File: src/rtl/hazard_pkg.sv
// rtl/hazard_pkg.sv - shared state encoding, stage indices and opcode defaults for the hazard controller
package hazard_pkg;

  typedef enum logic [2:0] {
    ST_INIT    = 3'd0,
    ST_RUN     = 3'd1,
    ST_STALL   = 3'd2,
    ST_MEMWAIT = 3'd3,
    ST_JFLUSH  = 3'd4
  } hz_state_e;

  localparam int IF_ID = 0;
  localparam int ID_EX = 1;
  localparam int EX_M  = 2;
  localparam int M_WB  = 3;

  localparam logic [3:0] OP_LOAD_A = 4'b1100;
  localparam logic [3:0] OP_LOAD_B = 4'b1010;

  function automatic logic [3:0] stage_bit(input int idx);
    return 4'(1) << idx;
  endfunction

  localparam logic [3:0] STG_NONE  = 4'b0000;
  localparam logic [3:0] STG_ALL   = 4'b1111;
  localparam logic [3:0] STG_FRONT = stage_bit(IF_ID) | stage_bit(ID_EX);
  localparam logic [3:0] STG_EXM   = stage_bit(EX_M);

endpackage

File: src/rtl/hazard_ctrl_if.sv
// rtl/hazard_ctrl_if.sv - pipeline-side bundle between the datapath and the hazard controller
interface hazard_ctrl_if #(
  parameter int INSTR_W = 16,
  parameter int CNT_W   = 16
);
  import hazard_pkg::*;

  logic [INSTR_W-1:0] ex_instruction;
  logic [INSTR_W-1:0] m_instruction;
  logic               mem_ready;
  logic               force_flush;
  logic               jump_taken;
  logic               pc_write;
  logic [3:0]         stage_lock;
  logic [3:0]         stage_flush;
  hz_state_e          state;
  logic [CNT_W-1:0]   stall_count;

  modport master (
    output ex_instruction, m_instruction, mem_ready, force_flush, jump_taken,
    input  pc_write, stage_lock, stage_flush, state, stall_count
  );

  modport slave (
    input  ex_instruction, m_instruction, mem_ready, force_flush, jump_taken,
    output pc_write, stage_lock, stage_flush, state, stall_count
  );

endinterface

File: src/rtl/hazard_detect.sv
// rtl/hazard_detect.sv - decodes EX/M register fields and flags a load in M and a load-use hazard
module hazard_detect
  import hazard_pkg::*;
#(
  parameter int         INSTR_W    = 16,
  parameter int         REG_W      = 4,
  parameter logic [3:0] LOAD_OP_A  = OP_LOAD_A,
  parameter logic [3:0] LOAD_OP_B  = OP_LOAD_B,
  parameter int         R0_IS_ZERO = 0
) (
  input  logic [INSTR_W-1:0] ex_instruction,
  input  logic [INSTR_W-1:0] m_instruction,
  output logic               load_m,
  output logic               hz
);

  localparam int RD_HI = INSTR_W - 5;
  localparam int RS_HI = RD_HI - REG_W;
  localparam int LOW_W = INSTR_W - 4 - 2 * REG_W;

  logic [3:0]       m_op;
  logic [REG_W-1:0] m_rd;
  logic [REG_W-1:0] ex_rd;
  logic [REG_W-1:0] ex_rs;
  logic             unused_fields;

  assign m_op  = m_instruction[INSTR_W-1 -: 4];
  assign m_rd  = m_instruction[RD_HI -: REG_W];
  assign ex_rd = ex_instruction[RD_HI -: REG_W];
  assign ex_rs = ex_instruction[RS_HI -: REG_W];

  assign unused_fields = ^{m_instruction[RS_HI -: REG_W], m_instruction[LOW_W-1:0],
                           ex_instruction[INSTR_W-1 -: 4], ex_instruction[LOW_W-1:0]};

  assign load_m = (m_op == LOAD_OP_A) || (m_op == LOAD_OP_B);
  assign hz     = load_m && ((m_rd == ex_rd) || (m_rd == ex_rs))
                  && !((R0_IS_ZERO != 0) && (m_rd == '0));

endmodule

File: src/rtl/hazard_ctrl.sv
// rtl/hazard_ctrl.sv - pipeline hazard FSM: load-use stalls, memory freeze, jump flush, stall statistics
module hazard_ctrl
  import hazard_pkg::*;
#(
  parameter int         INSTR_W           = 16,
  parameter int         REG_W             = 4,
  parameter logic [3:0] LOAD_OP_A         = OP_LOAD_A,
  parameter logic [3:0] LOAD_OP_B         = OP_LOAD_B,
  parameter int         LOAD_STALL_CYCLES = 1,
  parameter int         JUMP_FLUSH_CYCLES = 1,
  parameter int         R0_IS_ZERO        = 0,
  parameter int         CNT_W             = 16
) (
  input  logic         clk,
  input  logic         reset,
  hazard_ctrl_if.slave bus
);

  localparam int SW = (LOAD_STALL_CYCLES > 1) ? $clog2(LOAD_STALL_CYCLES) : 1;
  localparam int JW = (JUMP_FLUSH_CYCLES > 1) ? $clog2(JUMP_FLUSH_CYCLES) : 1;

  hz_state_e        state_q, state_d, run_state;
  logic [SW-1:0]    cnt_q, cnt_d, run_cnt;
  logic [JW-1:0]    jcnt_q, jcnt_d, run_jcnt;
  logic [CNT_W-1:0] stall_count_q, stall_count_d;
  logic             load_m, hz;
  logic             pc_write, run_pc;
  logic [3:0]       lock, flush, run_lock, run_flush;

  hazard_detect #(
    .INSTR_W   (INSTR_W),
    .REG_W     (REG_W),
    .LOAD_OP_A (LOAD_OP_A),
    .LOAD_OP_B (LOAD_OP_B),
    .R0_IS_ZERO(R0_IS_ZERO)
  ) u_detect (
    .ex_instruction(bus.ex_instruction),
    .m_instruction (bus.m_instruction),
    .load_m        (load_m),
    .hz            (hz)
  );

  // RUN decision; MEMWAIT reuses it once memory is ready, so the freeze is gated on RUN
  always_comb begin
    run_state = ST_RUN;
    run_cnt   = cnt_q;
    run_jcnt  = jcnt_q;
    run_pc    = 1'b1;
    run_lock  = STG_NONE;
    run_flush = STG_NONE;
    if (bus.force_flush) begin
      run_lock  = STG_FRONT;
      run_flush = STG_EXM;
    end else if (load_m && !bus.mem_ready && (state_q == ST_RUN)) begin
      run_pc    = 1'b0;
      run_lock  = STG_ALL;
      run_state = ST_MEMWAIT;
    end else if (hz) begin
      run_pc    = 1'b0;
      run_lock  = STG_FRONT;
      run_flush = STG_EXM;
      run_cnt   = SW'(LOAD_STALL_CYCLES - 1);
      run_state = (LOAD_STALL_CYCLES > 1) ? ST_STALL : ST_RUN;
    end else if (bus.jump_taken) begin
      run_flush = STG_FRONT;
      run_jcnt  = JW'(JUMP_FLUSH_CYCLES - 1);
      run_state = (JUMP_FLUSH_CYCLES > 1) ? ST_JFLUSH : ST_RUN;
    end
  end

  always_comb begin
    state_d  = state_q;
    cnt_d    = cnt_q;
    jcnt_d   = jcnt_q;
    pc_write = 1'b1;
    lock     = STG_NONE;
    flush    = STG_NONE;
    case (state_q)
      ST_INIT: begin
        pc_write = 1'b0;
        flush    = STG_ALL;
        state_d  = ST_RUN;
      end
      ST_STALL: begin
        lock  = STG_FRONT;
        flush = STG_EXM;
        if (bus.force_flush) begin
          state_d = ST_RUN;
          cnt_d   = '0;
        end else begin
          pc_write = 1'b0;
          if (cnt_q <= SW'(1)) begin
            cnt_d   = '0;
            state_d = ST_RUN;
          end else begin
            cnt_d = cnt_q - SW'(1);
          end
        end
      end
      ST_JFLUSH: begin
        if (bus.force_flush) begin
          lock    = STG_FRONT;
          flush   = STG_EXM;
          jcnt_d  = '0;
          state_d = ST_RUN;
        end else begin
          flush = STG_FRONT;
          if (bus.jump_taken) begin
            jcnt_d = JW'(JUMP_FLUSH_CYCLES - 1);
          end else if (jcnt_q <= JW'(1)) begin
            jcnt_d  = '0;
            state_d = ST_RUN;
          end else begin
            jcnt_d = jcnt_q - JW'(1);
          end
        end
      end
      ST_MEMWAIT: begin
        if (!bus.force_flush && !bus.mem_ready) begin
          pc_write = 1'b0;
          lock     = STG_ALL;
        end else begin
          pc_write = run_pc;
          lock     = run_lock;
          flush    = run_flush;
          state_d  = run_state;
          cnt_d    = run_cnt;
          jcnt_d   = run_jcnt;
        end
      end
      ST_RUN: begin
        pc_write = run_pc;
        lock     = run_lock;
        flush    = run_flush;
        state_d  = run_state;
        cnt_d    = run_cnt;
        jcnt_d   = run_jcnt;
      end
      default: state_d = ST_INIT;
    endcase
    if (!reset) begin
      pc_write = 1'b0;
      lock     = STG_ALL;
      flush    = STG_ALL;
    end
  end

  always_comb begin
    stall_count_d = stall_count_q;
    if (!pc_write && (state_q inside {ST_RUN, ST_STALL, ST_MEMWAIT}) && (stall_count_q != '1))
      stall_count_d = stall_count_q + 1'b1;
  end

  always_ff @(posedge clk or negedge reset) begin
    if (!reset) begin
      state_q       <= ST_INIT;
      cnt_q         <= '0;
      jcnt_q        <= '0;
      stall_count_q <= '0;
    end else begin
      state_q       <= state_d;
      cnt_q         <= cnt_d;
      jcnt_q        <= jcnt_d;
      stall_count_q <= stall_count_d;
    end
  end

  assign bus.pc_write    = pc_write;
  assign bus.stage_lock  = lock;
  assign bus.stage_flush = flush;
  assign bus.state       = state_q;
  assign bus.stall_count = stall_count_q;

endmodule

File: src/flat_wrapper.sv
// flat-port wrapper written by rule: the top's interface ports become plain ports
module hazard_ctrl_flat import hazard_pkg::*;
#(
  parameter int         INSTR_W           = 16,
  parameter int         REG_W             = 4,
  parameter logic [3:0] LOAD_OP_A         = OP_LOAD_A,
  parameter logic [3:0] LOAD_OP_B         = OP_LOAD_B,
  parameter int         LOAD_STALL_CYCLES = 1,
  parameter int         JUMP_FLUSH_CYCLES = 1,
  parameter int         R0_IS_ZERO        = 0,
  parameter int         CNT_W             = 16
)
  (clk, reset, bus_ex_instruction, bus_m_instruction, bus_mem_ready, bus_force_flush, bus_jump_taken, bus_pc_write, bus_stage_lock, bus_stage_flush, bus_state, bus_stall_count);
  hazard_ctrl_if #(.INSTR_W(INSTR_W), .CNT_W(CNT_W)) bus_i ();
  input  logic clk;
  input  logic reset;
  input wire logic [$bits(bus_i.ex_instruction)-1:0] bus_ex_instruction;
  input wire logic [$bits(bus_i.m_instruction)-1:0] bus_m_instruction;
  input wire logic [$bits(bus_i.mem_ready)-1:0] bus_mem_ready;
  input wire logic [$bits(bus_i.force_flush)-1:0] bus_force_flush;
  input wire logic [$bits(bus_i.jump_taken)-1:0] bus_jump_taken;
  output wire logic [$bits(bus_i.pc_write)-1:0] bus_pc_write;
  output wire logic [$bits(bus_i.stage_lock)-1:0] bus_stage_lock;
  output wire logic [$bits(bus_i.stage_flush)-1:0] bus_stage_flush;
  output wire logic [$bits(bus_i.state)-1:0] bus_state;
  output wire logic [$bits(bus_i.stall_count)-1:0] bus_stall_count;
  assign bus_i.ex_instruction = bus_ex_instruction;
  assign bus_i.m_instruction = bus_m_instruction;
  assign bus_i.mem_ready = bus_mem_ready;
  assign bus_i.force_flush = bus_force_flush;
  assign bus_i.jump_taken = bus_jump_taken;
  assign bus_pc_write = bus_i.pc_write;
  assign bus_stage_lock = bus_i.stage_lock;
  assign bus_stage_flush = bus_i.stage_flush;
  assign bus_state = bus_i.state;
  assign bus_stall_count = bus_i.stall_count;
  hazard_ctrl #(.INSTR_W(INSTR_W), .REG_W(REG_W), .LOAD_OP_A(LOAD_OP_A), .LOAD_OP_B(LOAD_OP_B), .LOAD_STALL_CYCLES(LOAD_STALL_CYCLES), .JUMP_FLUSH_CYCLES(JUMP_FLUSH_CYCLES), .R0_IS_ZERO(R0_IS_ZERO), .CNT_W(CNT_W)) u_core (.clk(clk), .reset(reset), .bus(bus_i));
endmodule
File: config.mk
export PLATFORM = sky130hd
export DESIGN_NAME = hazard_ctrl_flat
export DESIGN_NICKNAME = d
export VERILOG_FILES = /design/src/rtl/hazard_pkg.sv /design/src/rtl/hazard_ctrl_if.sv /design/src/rtl/hazard_detect.sv /design/src/rtl/hazard_ctrl.sv /design/src/flat_wrapper.sv
export SDC_FILE = /design/constraint.sdc
export NUM_CORES = 1
export LEC_CHECK = 0
export CAP_MARGIN = 10
export CORE_MARGIN = 2
export CORE_UTILIZATION = 40
export CTS_CLUSTER_SIZE = 25
export DETAILED_ROUTE_END_ITERATION = 8
export GPL_TIMING_DRIVEN = 0
export MAX_ROUTING_LAYER = met4
export PLACE_DENSITY = 0.95
export REMOVE_ABC_BUFFERS = 1
export SETUP_SLACK_MARGIN = 0.1
export SYNTH_ARGS = -nofsm -noshare
export SYNTH_HDL_FRONTEND = slang
export SYNTH_SLANG_ARGS = --single-unit
File: constraint.sdc
create_clock -name clk -period 4.2 [get_ports clk]
set_input_delay 0.84 -clock clk [delete_from_list [all_inputs] [get_ports clk]]
set_output_delay 0.84 -clock clk [all_outputs]
set_load 0.1 [all_outputs]
==> metrics.md, run 1 <==
| Metric | Value |
|---|---|
| CP Max Fanout | `3` |
| GR peak layer | `met2` |
| Cell Pwr Density | `515.1 nW/µm²` |
| Period utilization | `0.9553` |
| Largest cells by area after synthesis | `dfrtp_1 41%, xnor2_1 18%, nand4_1 6.2%` |
| Final HPWL DP | `2094 µm` |
| Syn. warnings | `0` |
| Buf/Inv on CP | `2` |
| Pin count of the biggest net entering global routing | `26` |
| DR vias | `1033` |
| Total Wirelength | `2672 µm` |
| Hold Buf Count CTS | `0` |
| Vias/cell | `5.380` |
| Tightest Hold Check Type | `flip-flop to flip-flop` |
| Crit path cell chain | `clkdlybuf4s50_1 -> xor2_1 -> and3_2 -> or2_2 -> a21oi_1 -> a21o_1 -> dlygate4sd2_1` |
| Final setup viols | `0` |
| Leakage | `0.6527 nW` |
| Met2 Resource Use GR | `0.2791` |
| Slowest cell delay on critical path | `850 ps` |
| Clk buf depth | `2` |
| Clk_lat worst skew | `300 ps` |
| Die area | `3198 µm²` |
| Worst Tran Pin Value | `981.5 ps` |
| Vias in the first global route | `1028` |
| Clk_skew | `4.669 ps` |
| Die width | `56.56 µm` |
| Flops & latches, synth | `18` |
| Prevailing post-synth register cell | `dfrtp_1` |
| Sink Count | `18` |
| Min Clock Period, post-route | `4012 ps` |
| Met3 usage | `0.04147` |
| FP Rows | `19` |
| Max-slew headroom | `0.3436` |
| Met1 Use GR | `0.2250` |
| Worst vdd ir | `0.0004285 V` |
| Total GRT Usage | `0.1764` |
| Fmax | `249.2 MHz` |
| RSZ-0062 raised after global routing | `no` |
| Final Hold Fails | `0` |
| Initial cell density of the core | `0.4113` |
| Seq/Total Area, Yosys | `0.4077` |
| Post-synth EDFFs | `0` |
| Core area | `2686 µm²` |
| Slowest CP cell | `dlygate4sd2_1` |
| Crit. End Element | `output port` |
| Share of layout cells above drive strength 1 | `0.06211` |
| Dpl ws | `-753.9 ps` |
| Share of async-settable or async-resettable flops after synthesis | `1.000` |
| Top post-synthesis cells by count | `23 x xnor2_1, 18 x dfrtp_1, 11 x nand3_1, 11 x nand4_1, 9 x nor2_1` |
| Syn-to-layout area delta | `44.28%` |
| Post-synth top area cell | `dfrtp_1` |
| Drt first pass iters | `4` |
| Most common cell in the netlist | `xnor2_1` |
| Number of I/O pins | `65` |
| CTS root buffer | `clkbuf_4` |
| Die height | `56.56 µm` |
| Fin Hold WS | `514.5 ps` |
| Crit-path leading delay family | `buffers and inverters` |
| Average size of a mapped cell | `9.524 µm²` |
| DR iter-0 viols | `45` |
| CTS tree | `done` |
| Routability Congestion | `0.8757` |
| Area of the mapped netlist | `1105 µm²` |
| Port Buf Inserts | `47` |
| Layout Nets | `200` |
| Setup CP Type | `input port to output port` |
| WP data required | `3360 ps` |
| Cts bufs inserted | `3` |
| Setup WS post-layout | `187.6 ps` |
| Synth top area share | `0.4077` |
| WL/cell | `13.92 µm` |
| Antenna diodes | `0` |
| Startpoint Class | `input port` |
| Status | `finished clean` |
| Final ANT Viol Nets | `0` |
| Yosys cell types | `30` |
| Clk slew on worst S/H paths | `100 ps` |
| Cells after Synth | `116` |
| CTS H-tree lvls | `1` |
| Initial antenna violation count | `0` |
| Crit path DAT | `3170 ps` |
| Max cap viols | `0` |
| Post-route DRC | `0` |
| Grt ovf | `0` |
| Slew Viols, Final | `0` |
| First-pass GRT wire length | `4381 µm` |
==> worst reg2reg max path, cell delays in order, from the launching register on <==
cell and delay [ps]:
dfrtp_1 450, ha_1 240, nand3_1 140, nor4_1 110, a2111oi_4 640, nand2_1 210
mux2_2 310
==> cell usage in the layout (no fill, tap or decap), drive strengths merged, types with 2 or more instances in the layout <==
cell type	synthesis	routed
clkdlybuf4s50	0	39
xnor2	23	23
dfrtp	18	18
nand4	11	11
nand3	11	11
nor2	9	9
nand2	7	7
and3	7	7
dlygate4sd2	0	6
clkbuf	1	5
inv	4	4
o21ai	2	2
conb	2	2
==> flip-flops by register name, summed over array words and instances (netlist names) <==
signal	flops
u_core.bus.stall_count	16
u_core.bus.state	2
==> where the power goes <==
group / total (W) / internal (W) / leakage (nW) / switching, W
registers: 0.000251 / 0.000205 / 0.236 / 0.0000455
logic: 0.000463 / 0.000119 / 0.395 / 0.000345
clock network: 0.000107 / 0.0000529 / 0.0210 / 0.0000542
==> final timing paths <==
kind                                       startpoint                         end  slack [ps]  depth (start not counted)
setup / recovery                bus_m_instruction[13]          bus_stage_flush[0]         190                          7
hold / removal             u_core.bus.stall_count[14]  u_core.bus.stall_count[14]         510                          1
setup reg to reg            u_core.bus.stall_count[0]   u_core.bus.stall_count[1]        1990                          6
hold reg to reg            u_core.bus.stall_count[14]  u_core.bus.stall_count[14]         510                          1
max in group asynchronous                       reset   u_core.bus.stall_count[1]        3210                          1
min in group asynchronous                       reset  u_core.bus.stall_count[13]         610                          1
==> layer usage <==
metal	share of wire	up-vias
li1	-	497
met1	0.43	482
met2	0.47	50
met3	0.096	4
met4	0.0064	0
met5	0	-
==> kinds of logic (layout without fill, tap and decap cells) <==
group,count (synthesis),in the layout,synth area share
compound gates,7,7,0.06229
xor+xnor,24,24,0.1903
fa+ha+maj,1,1,0.01132
buf+inv,10,55,0.05435
flops,18,18,0.4077
mux,1,1,0.01019
other cells,2,2,0.006798
simple gates,53,53,0.2571
==> cell type report <==
class                   count  area, µm²
well taps                  31      38.79
multi-input cells          88      594.3
fillers                   222       1092
flip-flops and latches     18      450.4
inverters                   4      15.01
repair buffers             47      459.2
clock buffers               4      36.28
==> per-stage QoR <==
step                      setup TNS [ps]  area [µm²]  instances   power, W  utilization
after floorplan                    -7035        1060        110  0.0005939            -
after global placement             -1090        1569        188  0.0007103       0.5841
after detailed placement           -1513        1569        188  0.0007246       0.5841
after CTS                              0        1598        192  0.0008256       0.5948
after global routing                   0        1594        192  0.0008467       0.5934
final                                  0        1594        192  0.0008211       0.5934
==> what timing repair did <==
| item | CTS | global route |
|---|---|---|
| gates resized for setup | 10 | 2 |
| setup buffers | 0 | 0 |
| endpoints found under the setup margin | 9 | 1 |
No activity file was read; power rests on OpenSTA's default activity.
==> run 2: changes to the inputs <==
--- a/config.mk
+++ b/config.mk
@@ -5,6 +5,7 @@
 export SDC_FILE = /design/constraint.sdc
 export NUM_CORES = 1
 export LEC_CHECK = 0
+export ABC_CLOCK_PERIOD_IN_PS = 4200
 export CAP_MARGIN = 10
 export CORE_MARGIN = 2
 export CORE_UTILIZATION = 40
==> results of run 2 <==
Final layout, timing and power as in run 1 (identical DEF).
